<file path="src/rtl/fir_tap_accumulator.sv">
// Sequential tap accumulator driving the shared 16-bit prefix adder; emits one sample per NTAPS products.
// Optional saturation on signed overflow: define FIR_ACC_SAT_EN (default build wraps modulo 2^16).
module fir_tap_accumulator #(
  parameter int NTAPS = 16,
  parameter int CNT_W = 5
) (
  input  logic             clk,
  input  logic             rst_n,
  input  logic             flush,
  input  logic             prod_valid,
  output logic             prod_ready,
  input  logic [15:0]      prod_data,
  output logic [15:0]      add_a,
  output logic [15:0]      add_b,
  input  logic [15:0]      add_sum,
  output logic             acc_valid,
  input  logic             acc_ready,
  output logic [15:0]      acc_data,
  output logic             acc_ovf,
  output logic [CNT_W-1:0] tap_cnt
);

  localparam logic [1:0] IDLE  = 2'd0;
  localparam logic [1:0] ACCUM = 2'd1;
  localparam logic [1:0] DONE  = 2'd2;

  logic [1:0]       state_r, state_nxt_s;
  logic [15:0]      acc_r, acc_nxt_s, load_s;
  logic [CNT_W-1:0] cnt_r, cnt_nxt_s;
  logic             ovf_r, ovf_nxt_s;
  logic             valid_r, ready_r;
  logic             accept_s, ovf_s, last_s;

  // Signed overflow of a + b -> s: operands agree in sign, result does not.
  function automatic logic signed_ovf(input logic [15:0] a, input logic [15:0] b,
                                      input logic [15:0] s);
    return (a[15] == b[15]) && (s[15] != a[15]);
  endfunction

  assign add_a      = acc_r;
  assign add_b      = prod_data;
  assign acc_data   = acc_r;
  assign acc_ovf    = ovf_r;
  assign tap_cnt    = cnt_r;
  assign acc_valid  = valid_r;
  assign prod_ready = ready_r;

  assign accept_s = prod_valid & ready_r;
  assign ovf_s    = signed_ovf(add_a, add_b, add_sum);
  // cnt_r is 0 in IDLE, so the same compare covers the NTAPS==1 IDLE->DONE case.
  assign last_s   = (cnt_r == CNT_W'(NTAPS - 1));

  // Value loaded into the accumulator on an accepted product.
  always_comb begin
    load_s = add_sum;
`ifdef FIR_ACC_SAT_EN
    if (ovf_s) begin
      load_s = add_a[15] ? 16'h8000 : 16'h7FFF;
    end else begin
      load_s = add_sum;
    end
`endif
  end

  // Next-state logic; flush dominates every other condition.
  always_comb begin
    state_nxt_s = state_r;
    acc_nxt_s   = acc_r;
    cnt_nxt_s   = cnt_r;
    ovf_nxt_s   = ovf_r;
    if (flush) begin
      state_nxt_s = IDLE;
      acc_nxt_s   = 16'h0000;
      cnt_nxt_s   = {CNT_W{1'b0}};
      ovf_nxt_s   = 1'b0;
    end else begin
      case (state_r)
        IDLE, ACCUM: begin
          if (accept_s) begin
            acc_nxt_s   = load_s;
            cnt_nxt_s   = cnt_r + CNT_W'(1);
            ovf_nxt_s   = ovf_r | ovf_s;
            state_nxt_s = last_s ? DONE : ACCUM;
          end else begin
            state_nxt_s = state_r;
          end
        end
        DONE: begin
          if (acc_ready) begin
            state_nxt_s = IDLE;
            acc_nxt_s   = 16'h0000;
            cnt_nxt_s   = {CNT_W{1'b0}};
            ovf_nxt_s   = 1'b0;
          end else begin
            state_nxt_s = DONE;
          end
        end
        default: begin
          state_nxt_s = IDLE;
          acc_nxt_s   = 16'h0000;
          cnt_nxt_s   = {CNT_W{1'b0}};
          ovf_nxt_s   = 1'b0;
        end
      endcase
    end
  end

  // State and datapath registers; handshake flags are registered from the next state.
  always_ff @(posedge clk or negedge rst_n) begin
    if (!rst_n) begin
      state_r <= IDLE;
      acc_r   <= 16'h0000;
      cnt_r   <= {CNT_W{1'b0}};
      ovf_r   <= 1'b0;
      valid_r <= 1'b0;
      ready_r <= 1'b1;
    end else begin
      state_r <= state_nxt_s;
      acc_r   <= acc_nxt_s;
      cnt_r   <= cnt_nxt_s;
      ovf_r   <= ovf_nxt_s;
      valid_r <= (state_nxt_s == DONE);
      ready_r <= (state_nxt_s != DONE);
    end
  end

endmodule
</file>
<file path="config.mk">
export PLATFORM = sky130hd
export DESIGN_NAME = fir_tap_accumulator
export DESIGN_NICKNAME = d
export VERILOG_FILES = /design/src/rtl/fir_tap_accumulator.sv
export SDC_FILE = /design/constraint.sdc
export NUM_CORES = 1
export LEC_CHECK = 0
export ABC_AREA = 1
export CORE_UTILIZATION = 29
export CTS_BUF_LIST = sky130_fd_sc_hd__clkbuf_4
export DETAILED_ROUTE_END_ITERATION = 10
export PLACE_DENSITY = 0.66
export SLEW_MARGIN = 20
export SYNTH_ARGS = -nofsm -noshare
export SYNTH_HDL_FRONTEND = slang
export SYNTH_SLANG_ARGS = --single-unit
</file>
<file path="constraint.sdc">
create_clock -name clk -period 1.9 [get_ports clk]
set_input_delay 0.475 -clock clk [delete_from_list [all_inputs] [get_ports clk]]
set_output_delay 0.475 -clock clk [all_outputs]
set_load 0.03 [all_outputs]
</file>
* Word-level counts from Yosys, hierarchy flattened
Cells that the tools add are included.
Cells by class: add/sub/neg operators 1, eq/ne operators 9, muxes and demuxes 17, bitwise gates (word level) 2, reduce and logical (&&, ||, !) cells 4
Operator list (number):
- 16-bit two-way mux | 3
- 16-bit one-hot mux with 2 select lines | 1
- 5-bit two-way mux | 3
- 5-bit one-hot mux with 2 select lines | 1
- 2-bit two-way mux | 4
- 3-bit inequality test (second input constant) | 2
- 5-bit by 1-bit adder with 5-bit output (second input constant) | 1
- 5-bit by 4-bit == test with 1-bit output (second input constant) | 1
- 2-bit == test (second input constant) | 2
- 2-bit one-hot mux with 2 select lines | 1
- 1-bit two-way mux | 3
- 2-bit by 1-bit == test with 1-bit output (second input constant) | 1
- 2-bit zero test | 1
- 2-bit inequality test (second input constant) | 1
- 1-bit one-hot mux with 2 select lines | 1
- 2-bit AND reduction | 1
- 2-bit OR reduction | 1
- 1-bit AND | 1
- 1-bit == test | 1
- 1-bit logical AND | 1
- 1-bit inequality test | 1
- 1-bit OR | 1
Word-level totals: output and inout bits 56, register bits 26

* Longest topological paths before layout
Gate-level depths: netlist of the first run.
depth in word-level cells 6, mapped depth 9, gate-level depth less buffers 9

* Worst setup path after synthesis of the first run
OpenSTA, ideal clock, no wires.
path type register to register, start point reg cnt_r[1], in the netlist tap_cnt[1], end point reg ready_r, in the netlist prod_ready, stages on the path, launching flop included 10, slack 0.433 ns, buffers on the path 0, data required time 1.826 ns, arrival 1.394 ns, cells stage by stage dfrtp_1 > ha_1 > inv_1 > nor3_1 > ha_1 > inv_1 > nor2_1 > nand2_1 > nand2_1 > inv_1
On the way: cells in the longest elaborated chain, start to end 6
RTL lines:
- start: declaration | line 29 | logic [CNT_W-1:0] cnt_r, cnt_nxt_s;
- start signal: assignment | line 113 | cnt_r <= {CNT_W{1'b0}};
- start signal: assignment | line 120 | cnt_r <= cnt_nxt_s;
- 5-bit by 4-bit == test with 1-bit output | line 51 | assign last_s = (cnt_r == CNT_W'(NTAPS - 1));
- 2-bit two-way mux | line 83 | state_nxt_s = last_s ? DONE : ACCUM;
- 2-bit two-way mux | line 79 | if (accept_s) begin
- 2-bit one-hot mux with 2 select lines | line 77 | case (state_r)
- 2-bit two-way mux | line 71 | if (flush) begin
- net state_nxt_s[1] | line 27 | logic [1:0] state_r, state_nxt_s;
- 2-bit inequality test | line 123 | ready_r <= (state_nxt_s != DONE);
- end signal: assignment | line 123
- end: declaration | line 31 | logic valid_r, ready_r;
The timed path passes the listed nets, and every way through them passes these cells. A chain may end at the register's enable or synchronous reset.

* Worst setup path in the final report of the first run
start point reg ovf_r, in the netlist acc_ovf, end point out acc_ovf
RTL lines:
- start: declaration | line 30 | logic ovf_r, ovf_nxt_s;
- start signal: assignment | line 121 | ovf_r <= ovf_nxt_s;
- end: declaration | line 19 | output logic acc_ovf,
No word-level cell between the ends.

==> impl_metrics.env, run 1 <==
export IMPL_synth_distinct_cells=24
export IMPL_grt_pass1_wl_um=4610
export IMPL_cts_buffers=3
export IMPL_worstSetupPathType="reg -> out"
export IMPL_drv_slew=0
export IMPL_final_cell_count_no_fill=269
export IMPL_finalInstanceArea_um2=2010
export IMPL_swShare=0.301
export IMPL_firstDrtPassIters=4
export IMPL_die_area_um2=5400
export IMPL_final_common_cell="nand2_1"
export IMPL_grt_antenna_before_repair=0
export IMPL_clock_latency_ns=0.33
export IMPL_ys_warnings_count=0
export IMPL_dp_cells=265
export IMPL_worst_path_max_delay_cell="clkdlybuf4s50_1"
export IMPL_drt_wl_total_um=3030
export IMPL_seqPwrFrac=0.451
export IMPL_avgSynthCellArea_um2=8.82
export IMPL_r2r_cells=9
export IMPL_seq_area_frac_synth=0.440
export IMPL_drive_above_1_share=0.144
export IMPL_cts_tree="built"
export IMPL_finalSetupTns_ns=0
export IMPL_path_clk_slew_ns=0.15
export IMPL_final_cell_mix="48 x nand2_1, 25 x dfrtp_1, 23 x clkdlybuf4s50_1"
export IMPL_die_w_um=73.5
export IMPL_wl_per_cell_um=11.3
export IMPL_outcome="completed"
export IMPL_finalCritPeriodShare=0.964
export IMPL_critPathRequiredTime_ns=1.42
export IMPL_placed_cell_area_um2=1950
export IMPL_cts_buffer_depth=2
export IMPL_worst_path_stages=1
export IMPL_io_pins=93
export IMPL_synthCells=168
export IMPL_p_leak_nw=1.19
export IMPL_hold_slack_ns=0.495
export IMPL_grt_usage=0.113
export IMPL_maxCapViolations=0
export IMPL_max_freq_ghz=0.546
export IMPL_gr_total_overflow=0
export IMPL_die_h_um=73.5
export IMPL_cts_hold_buf=0
export IMPL_syn_area_um2=1480
export IMPL_vias=1116
export IMPL_finClkSkew_ns=0.00658
export IMPL_period_needed_ns=1.83
export IMPL_hp_class="in -> async"
export IMPL_core_area_um2=4820
export IMPL_rows=25
export IMPL_setup_ws_ns=0.0683
export IMPL_ys_seq_elements=26
export IMPL_p_comb_frac=0.262
export IMPL_start_kind="flop"
export IMPL_dp_hpwl_um=2280
export IMPL_synth_fp_nets=207
export IMPL_endpoint_kind="output port"
export IMPL_grt_setup_unrepaired="false"
export IMPL_cpLargestDelayFamily="buffers and inverters"
export IMPL_power_density_nw_per_um2=670
export IMPL_cp_cell_sequence="clkdlybuf4s50_1"
export IMPL_grt_pass1_vias=1044
export IMPL_yosysTopAreaCellShare=0.422
export IMPL_netSwitchingPower_w=0.000406
export IMPL_diodes=0
export IMPL_gp_congestion=0.794
export IMPL_ctsHtreeMaxLevel=1
export IMPL_crit_arrival_ns=1.36
export IMPL_numClockSinks=26
export IMPL_finalSetupViolCount=0
export IMPL_yosys_area_top_type="dfrtp_1"
export IMPL_synth_edf_count=0
export IMPL_grt_max_degree=27
export IMPL_drc=0
export IMPL_yosys_top_cells_area="dfrtp_1 42%, buf_4 16%, nand2_1 12%, o21ai_2 7.1%, inv_1 3.3%"
export IMPL_crit_path_max_fanout=2
export IMPL_drtIter0Drc=26
export IMPL_place_ws_ns=0.112
export IMPL_postSynth_asyncResetShare=1.00
export IMPL_ys_flop_type="dfrtp_1"
export IMPL_syn_to_final_growth_pct=36.0
export IMPL_portBuffers=62
export IMPL_ant_nets=0
export IMPL_max_stage_delay_ns=0.67
export IMPL_clkPwrFrac=0.287
export IMPL_root_buffer="clkbuf_4"
export IMPL_drt_vias_per_instance=4.15
export IMPL_slew_headroom=0.774
export IMPL_worst_pin_slew_ns=0.339
export IMPL_finalHoldViolCount=0
export IMPL_p_int_w=0.000944
export IMPL_cp_num_buf_inv=1
export IMPL_nets=242
export IMPL_irDropWorstVdd_mv=0.286
export IMPL_start_util=0.308
==> sequential cells by signal, indices dropped and copies added (netlist names) <==
register and count:
acc_data 16, acc_ovf 1, acc_valid 1, prod_ready 1, state_r 2, tap_cnt 5
==> power groups by stage <==
stage | registers, W | clock network [W] | logic (W)
2_1_floorplan | 0.000679 | 0 | 0.000231
5_1_grt | 0.000615 | 0.000425 | 0.000377
3_3_place_gp | 0.000622 | 0 | 0.000376
6_report | 0.000609 | 0.000387 | 0.000354
3_5_place_dp | 0.000623 | 0 | 0.000381
4_1_cts | 0.000612 | 0.000401 | 0.000361
==> kinds of logic (layout without fill, tap and decap cells) <==
group | Yosys count | after routing | share of synthesized area
buf+inv | 51 | 85 | 0.236
fa+ha+maj | 2 | 2 | 0.0169
simple gates | 68 | 68 | 0.204
flops | 26 | 26 | 0.440
compound gates | 21 | 21 | 0.103
==> metal layers <==
layer / vias up / global-route usage / wire length [um]
li1: 559 / - / -
met1: 515 / 0.125 / 1280
met2: 36 / 0.200 / 1550
met3: 6 / 0.0206 / 153
met4: 0 / 0.0662 / 48
met5: - / 0 / 0
==> Yosys cell counts (2+ instances only) <==
cell     count
nand4_1      2
o21ai_0      3
dfrtp_1     25
nand3_1      5
nor2_1       6
nor2_2       2
ha_1         2
inv_1       13
buf_4       32
o21ai_1      5
o21ai_2     12
buf_2        2
nand2_1     48
==> what timing repair did <==
action | CTS | global route
gates cloned | 0 | 0
endpoints found under the setup margin | 22 | 16
setup buffers | 0 | 0
resized for setup | 22 | 16
==> layout make-up <==
class | instances | area (um^2)
Inverter | 14 | 52.6
Fill cell | 535 | 2800
Clock buffer | 3 | 22.5
Sequential cell | 26 | 652
Tap cell | 67 | 83.8
Timing Repair Buffer | 67 | 693
Clock inverter | 1 | 30.0
Multi-Input combinational cell | 91 | 480
==> metrics by stage <==
step | power [W] | util
floorplan | 0.000911 | -
detailed placement | 0.00100 | 0.405
global placement | 0.000998 | 0.405
global route | 0.00142 | 0.418
CTS | 0.00137 | 0.410
finish | 0.00135 | 0.418
==> path summary, 6_finish.rpt <==
kind / start / endpoint / slack [ns]
max: acc_ovf / acc_ovf / 0.07
min: rst_n / tap_cnt[4] / 0.50
max reg2reg: tap_cnt[1] / prod_ready / 0.44
min reg2reg: acc_data[1] / acc_data[1] / 0.52
max in group asynchronous: rst_n / prod_ready / 1.11
min in group clk: acc_data[1] / acc_data[1] / 0.52
(Power assumes the default switching activity.)
==> run 2: changes to the inputs <==
--- a/config.mk
+++ b/config.mk
@@ -6,10 +6,12 @@
 export NUM_CORES = 1
 export LEC_CHECK = 0
 export ABC_AREA = 1
-export CORE_UTILIZATION = 29
+export CELL_PAD_IN_SITES_DETAIL_PLACEMENT = 0
+export CELL_PAD_IN_SITES_GLOBAL_PLACEMENT = 2
+export CORE_UTILIZATION = 21
 export CTS_BUF_LIST = sky130_fd_sc_hd__clkbuf_4
 export DETAILED_ROUTE_END_ITERATION = 10
-export PLACE_DENSITY = 0.66
+export PLACE_DENSITY_LB_ADDON = 0.1
 export SLEW_MARGIN = 20
 export SYNTH_ARGS = -nofsm -noshare
 export SYNTH_HDL_FRONTEND = slang
==> run 2 against run 1 <==
Effect of this change:
- via count increased by 2.9%
- first-iteration DRC count grew 100%
- sequential share of layout area increased by 0.43 points
- clock power about the same
- utilization down 13 points
- cell count rose by 11%
- worst setup slack improved by 0.0079 ns
- clock-buffer cell count is the same
- total power decreased by 0.86%
- critical endpoint is now acc_valid
==> impl_metrics.env, run 2 (same netlist as run 1, synthesis figures left out) <==
export IMPL_outcome="completed"
export IMPL_path_clk_slew_ns=0.15
export IMPL_crit_arrival_ns=1.35
export IMPL_io_pins=93
export IMPL_final_cell_count_no_fill=299
export IMPL_postLayoutCoreUtil=0.293
export IMPL_grt_usage=0.0989
export IMPL_core_area_um2=6790
export IMPL_finalHoldViolCount=0
export IMPL_fin_total_pwr_w=0.00134
export IMPL_worst_path_max_delay_cell="clkdlybuf4s50_1"
export IMPL_root_buffer="clkbuf_4"
export IMPL_critPathRequiredTime_ns=1.42
export IMPL_worst_pin_slew_ns=0.357
export IMPL_gp_congestion=0.756
export IMPL_die_w_um=86.0
export IMPL_start_kind="flop"
export IMPL_r2r_cells=9
export IMPL_cts_buffers=3
export IMPL_grt_max_degree=27
export IMPL_drc=0
export IMPL_grt_pass1_wl_um=5700
export IMPL_start_util=0.218
export IMPL_finClkSkew_ns=0.00789
export IMPL_fill_cells=743
export IMPL_hold_slack_ns=0.503
export IMPL_diodes=0
export IMPL_die_area_um2=7390
export IMPL_largest_reg_flops=16
export IMPL_cp_num_buf_inv=1
export IMPL_worstSetupPathType="reg -> out"
export IMPL_endpoint_kind="output port"
export IMPL_max_stage_delay_ns=0.67
export IMPL_cts_buffer_depth=2
export IMPL_timing_rr_start="tap_cnt[1]"
export IMPL_drt_vias_per_instance=3.84
export IMPL_grt_antenna_before_repair=0
export IMPL_ctsHtreeMaxLevel=1
export IMPL_numClockSinks=26
export IMPL_drv_slew=0
export IMPL_grt_pass1_vias=1113
export IMPL_vias=1148
export IMPL_drtIter0Drc=53
export IMPL_die_h_um=86.0
export IMPL_ant_nets=0
export IMPL_portBuffers=62
export IMPL_cts_tree="built"
export IMPL_nets=243
export IMPL_rows=30
export IMPL_drive_above_1_share=0.148
export IMPL_maxCapViolations=0
export IMPL_post_cts_buffers=0
export IMPL_gr_total_overflow=0
export IMPL_cp_cell_sequence="clkdlybuf4s50_1"
export IMPL_syn_to_final_growth_pct=34.2
export IMPL_max_freq_ghz=0.548
export IMPL_r2r_slack_ns=0.45
export IMPL_final_common_cell="nand2_1"
export IMPL_irDropWorstVdd_mv=0.280
export IMPL_power_density_nw_per_um2=673
export IMPL_grt_setup_unrepaired="false"
export IMPL_finalSetupViolCount=0
export IMPL_finalCritPeriodShare=0.960
export IMPL_drt_wl_total_um=3420
export IMPL_clock_latency_ns=0.33
export IMPL_dp_cells=295
export IMPL_firstDrtPassIters=4
export IMPL_crit_path_max_fanout=1
export IMPL_period_needed_ns=1.82
export IMPL_cpLargestDelayFamily="buffers and inverters"
export IMPL_finalSetupTns_ns=0
export IMPL_r2r_end="prod_ready"
export IMPL_dp_hpwl_um=2520
export IMPL_p_leak_nw=1.03
export IMPL_wl_per_cell_um=11.4
export IMPL_worst_path_stages=1
export IMPL_hp_class="in -> async"
export IMPL_slew_headroom=0.762
export IMPL_final_cell_mix="48 x nand2_1, 38 x dlygate4sd2_1, 25 x dfrtp_1"
[run 2: cell types whose count changed in the layout (fill, tap and decap cells not counted), sizes merged]
cell,previous run,this run
dlygate4sd2,22,38
dlymetal6s2s,16,1
buf,6,7
clkdlybuf4s50,23,22
[run 2: how the worst max path moves through the flow]
| stage | slack [ns] | start | endpoint |
|---|---|---|---|
| 2_1_floorplan | 0.43 | tap_cnt[1] | prod_ready |
| 3_3_place_gp | 0.15 | flush | acc_data[9] |
| 3_5_place_dp | 0.1 | flush | acc_data[11] |
| 4_1_cts | 0.02 | acc_ovf | acc_ovf |
| 5_1_grt | 0.008 | acc_valid | acc_valid |
| 6_report | 0.08 | acc_valid | acc_valid |
[run 2: layer usage]
metal | track usage | wire length, um
met5 | 0 | 0
met1 | 0.127 | 1570
met4 | 0.0197 | 36
met2 | 0.165 | 1620
met3 | 0.0298 | 188
[run 2: report_power, final]
group / internal (W) / total, W / switching (W)
Sequential: 0.000585 / 0.000609 / 0.0000244
Combinational: 0.000130 / 0.000339 / 0.000209
Clock: 0.000213 / 0.000390 / 0.000176
Total: 0.000928 / 0.00134 / 0.000410
[run 2: through the flow]
step           setup slack (ns)  area, um^2
2_1_floorplan             0.433        1480
3_3_place_gp              0.151        1980
4_1_cts                  0.0198        1990
5_1_grt                 0.00847        1990
6_report                 0.0763        1990
3_5_place_dp             0.0955        1980
[run 2: cell type report]
| type | instances | area [um^2] | share of cell area |
|---|---|---|---|
| sequential | 26 | 652 | 0.328 |
| timing repair buffer | 68 | 631 | 0.317 |
| multi-input combinational | 91 | 480 | 0.242 |
| tap | 96 | 120 | 0.0604 |
| inverter | 14 | 52.6 | 0.0264 |
| clock inverter | 1 | 30.0 | 0.0151 |
| clock buffer | 3 | 22.5 | 0.0113 |
[run 2: repair_timing]
action                                  CTS  global route
hold buffers                              0             0
endpoints found under the hold margin     0             0
endpoints found under the setup margin   38             1
gates resized for setup                  38             1
==> run 3: changes to the inputs <==
--- a/config.mk
+++ b/config.mk
@@ -8,6 +8,7 @@
 export ABC_AREA = 1
 export CELL_PAD_IN_SITES_DETAIL_PLACEMENT = 0
 export CELL_PAD_IN_SITES_GLOBAL_PLACEMENT = 2
+export CORE_MARGIN = 4
 export CORE_UTILIZATION = 21
 export CTS_BUF_LIST = sky130_fd_sc_hd__clkbuf_4
 export DETAILED_ROUTE_END_ITERATION = 10
==> run 3 against run 2 <==
Effect of this change:
- global-route usage down 0.69 points
- register-to-register slack about the same
- critical path depth unchanged
- total power up 0.45%
- largest cell class unchanged
- combinational power about the same
- sequential power about the same
==> impl_metrics.env, run 3 (same netlist as run 1, synthesis figures left out) <==
export IMPL_outcome="completed"
export IMPL_r2r_cells=9
export IMPL_cp_num_buf_inv=1
export IMPL_core_area_um2=6830
export IMPL_gp_congestion=0.711
export IMPL_cts_tree="built"
export IMPL_die_w_um=92.0
export IMPL_max_freq_ghz=0.574
export IMPL_finalSetupTns_ns=0
export IMPL_numClockSinks=26
export IMPL_placed_cell_area_um2=1970
export IMPL_start_util=0.217
export IMPL_rows=30
export IMPL_p_int_w=0.000927
export IMPL_grt_max_degree=27
export IMPL_drv_slew=0
export IMPL_grt_setup_unrepaired="false"
export IMPL_grt_usage=0.0920
export IMPL_finalHoldViolCount=0
export IMPL_start_kind="flop"
export IMPL_period_needed_ns=1.74
export IMPL_drt_vias_per_instance=3.79
export IMPL_fin_total_pwr_w=0.00134
export IMPL_irDropWorstVdd_mv=0.255
export IMPL_diodes=0
export IMPL_swShare=0.310
export IMPL_finalSetupViolCount=0
export IMPL_nets=242
export IMPL_root_buffer="clkbuf_4"
export IMPL_power_density_nw_per_um2=678
export IMPL_post_cts_buffers=0
export IMPL_seqPwrFrac=0.454
export IMPL_cts_buffers=3
export IMPL_drive_above_1_share=0.144
export IMPL_dp_hpwl_um=2930
export IMPL_hp_class="in -> async"
export IMPL_drt_wl_total_um=3810
export IMPL_finalInstanceArea_um2=1980
export IMPL_cts_hold_buf=0
export IMPL_wl_per_cell_um=12.8
export IMPL_die_h_um=92.0
export IMPL_netSwitchingPower_w=0.000417
export IMPL_gr_total_overflow=0
export IMPL_slew_headroom=0.754
export IMPL_die_area_um2=8460
export IMPL_worstSetupPathType="reg -> out"
export IMPL_endpoint_kind="output port"
export IMPL_grt_pass1_wl_um=6220
export IMPL_finClkSkew_ns=0.0208
export IMPL_syn_to_final_growth_pct=33.9
export IMPL_crit_path_max_fanout=2
export IMPL_io_pins=93
export IMPL_largest_reg_flops=16
export IMPL_fill_cells=758
export IMPL_grt_pass1_vias=1191
export IMPL_worst_path_max_delay_cell="dfstp_2"
export IMPL_p_comb_frac=0.252
export IMPL_worst_path_stages=1
export IMPL_clock_latency_ns=0.34
export IMPL_final_common_cell="nand2_1"
export IMPL_cts_buffer_depth=2
export IMPL_maxCapViolations=0
export IMPL_portBuffers=62
export IMPL_ant_nets=0
export IMPL_final_cell_mix="48 x nand2_1, 38 x dlygate4sd2_1, 25 x dfrtp_1"
export IMPL_worst_pin_slew_ns=0.369
export IMPL_grt_antenna_before_repair=0
export IMPL_path_clk_slew_ns=0.17
export IMPL_timing_rr_start="tap_cnt[1]"
export IMPL_ctsHtreeMaxLevel=1
export IMPL_vias=1129
export IMPL_finalCritPeriodShare=0.916
export IMPL_crit_arrival_ns=1.27
export IMPL_cpLargestDelayFamily="flip-flops"
export IMPL_cp_cell_sequence="dlygate4sd2_1"
export IMPL_p_leak_nw=1.04
export IMPL_r2r_end="prod_ready"
export IMPL_drtIter0Drc=45
export IMPL_drc=0
export IMPL_max_stage_delay_ns=0.55
export IMPL_critPathRequiredTime_ns=1.42
export IMPL_clkPwrFrac=0.294
export IMPL_r2r_slack_ns=0.46
export IMPL_firstDrtPassIters=4
-- run 3: cell count changes in the layout (fill, tap and decap cells not counted), sizes merged --
| cell | previous run | this run |
|---|---|---|
| buf | 7 | 6 |
| clkdlybuf4s50 | 22 | 21 |
| dlymetal6s2s | 1 | 2 |
-- run 3: final cells by class --
cell class | instances | area, um^2 | share of cell area
tap | 96 | 120 | 0.0606
sequential | 26 | 652 | 0.329
multi-input combinational | 91 | 480 | 0.242
clock buffer | 3 | 22.5 | 0.0114
clock inverter | 1 | 30.0 | 0.0151
timing repair buffer | 67 | 626 | 0.315
inverter | 14 | 52.6 | 0.0265
-- run 3: metal layers --
metal  vias to the layer above  global-route usage  part of all wire
met2                        51               0.153              0.48
met4                         0              0.0248             0.011
met5                         -                   0                 0
li1                        562                   -                 -
met1                       506               0.109              0.42
met3                        10              0.0394             0.091
-- run 3: power by group through the flow --
stage | combinational [W] | clock [W] | sequential (W)
after global placement | 0.000383 | 0 | 0.000621
after CTS | 0.000346 | 0.000428 | 0.000611
after floorplan | 0.000231 | 0 | 0.000679
final | 0.000339 | 0.000395 | 0.000610
after detailed placement | 0.000383 | 0 | 0.000624
after global routing | 0.000363 | 0.000451 | 0.000617
-- run 3: stage by stage --
step                 util  setup WS, ns  instances  hold slack (ns)
floorplan               -         0.433        168            0.179
global placement    0.289         0.125        294            0.489
detailed placement  0.289        0.0673        294            0.502
CTS                 0.290       0.00513        298            0.484
global route        0.290        0.0695        298            0.485
finish              0.290         0.159        298            0.484
-- run 3: worst max-delay path by stage --
stage,end,from
finish,prod_ready,prod_ready
global route,prod_ready,prod_ready
CTS,acc_ovf,acc_ovf
detailed placement,acc_data[4],flush
global placement,acc_data[3],flush
floorplan,prod_ready,tap_cnt[1]
-- run 3: repair_timing --
| item | CTS | global route |
|---|---|---|
| cloned | 0 | 0 |
| pin swaps | 0 | 0 |
| endpoints found under the setup margin | 38 | 2 |
| gates resized for setup | 38 | 2 |
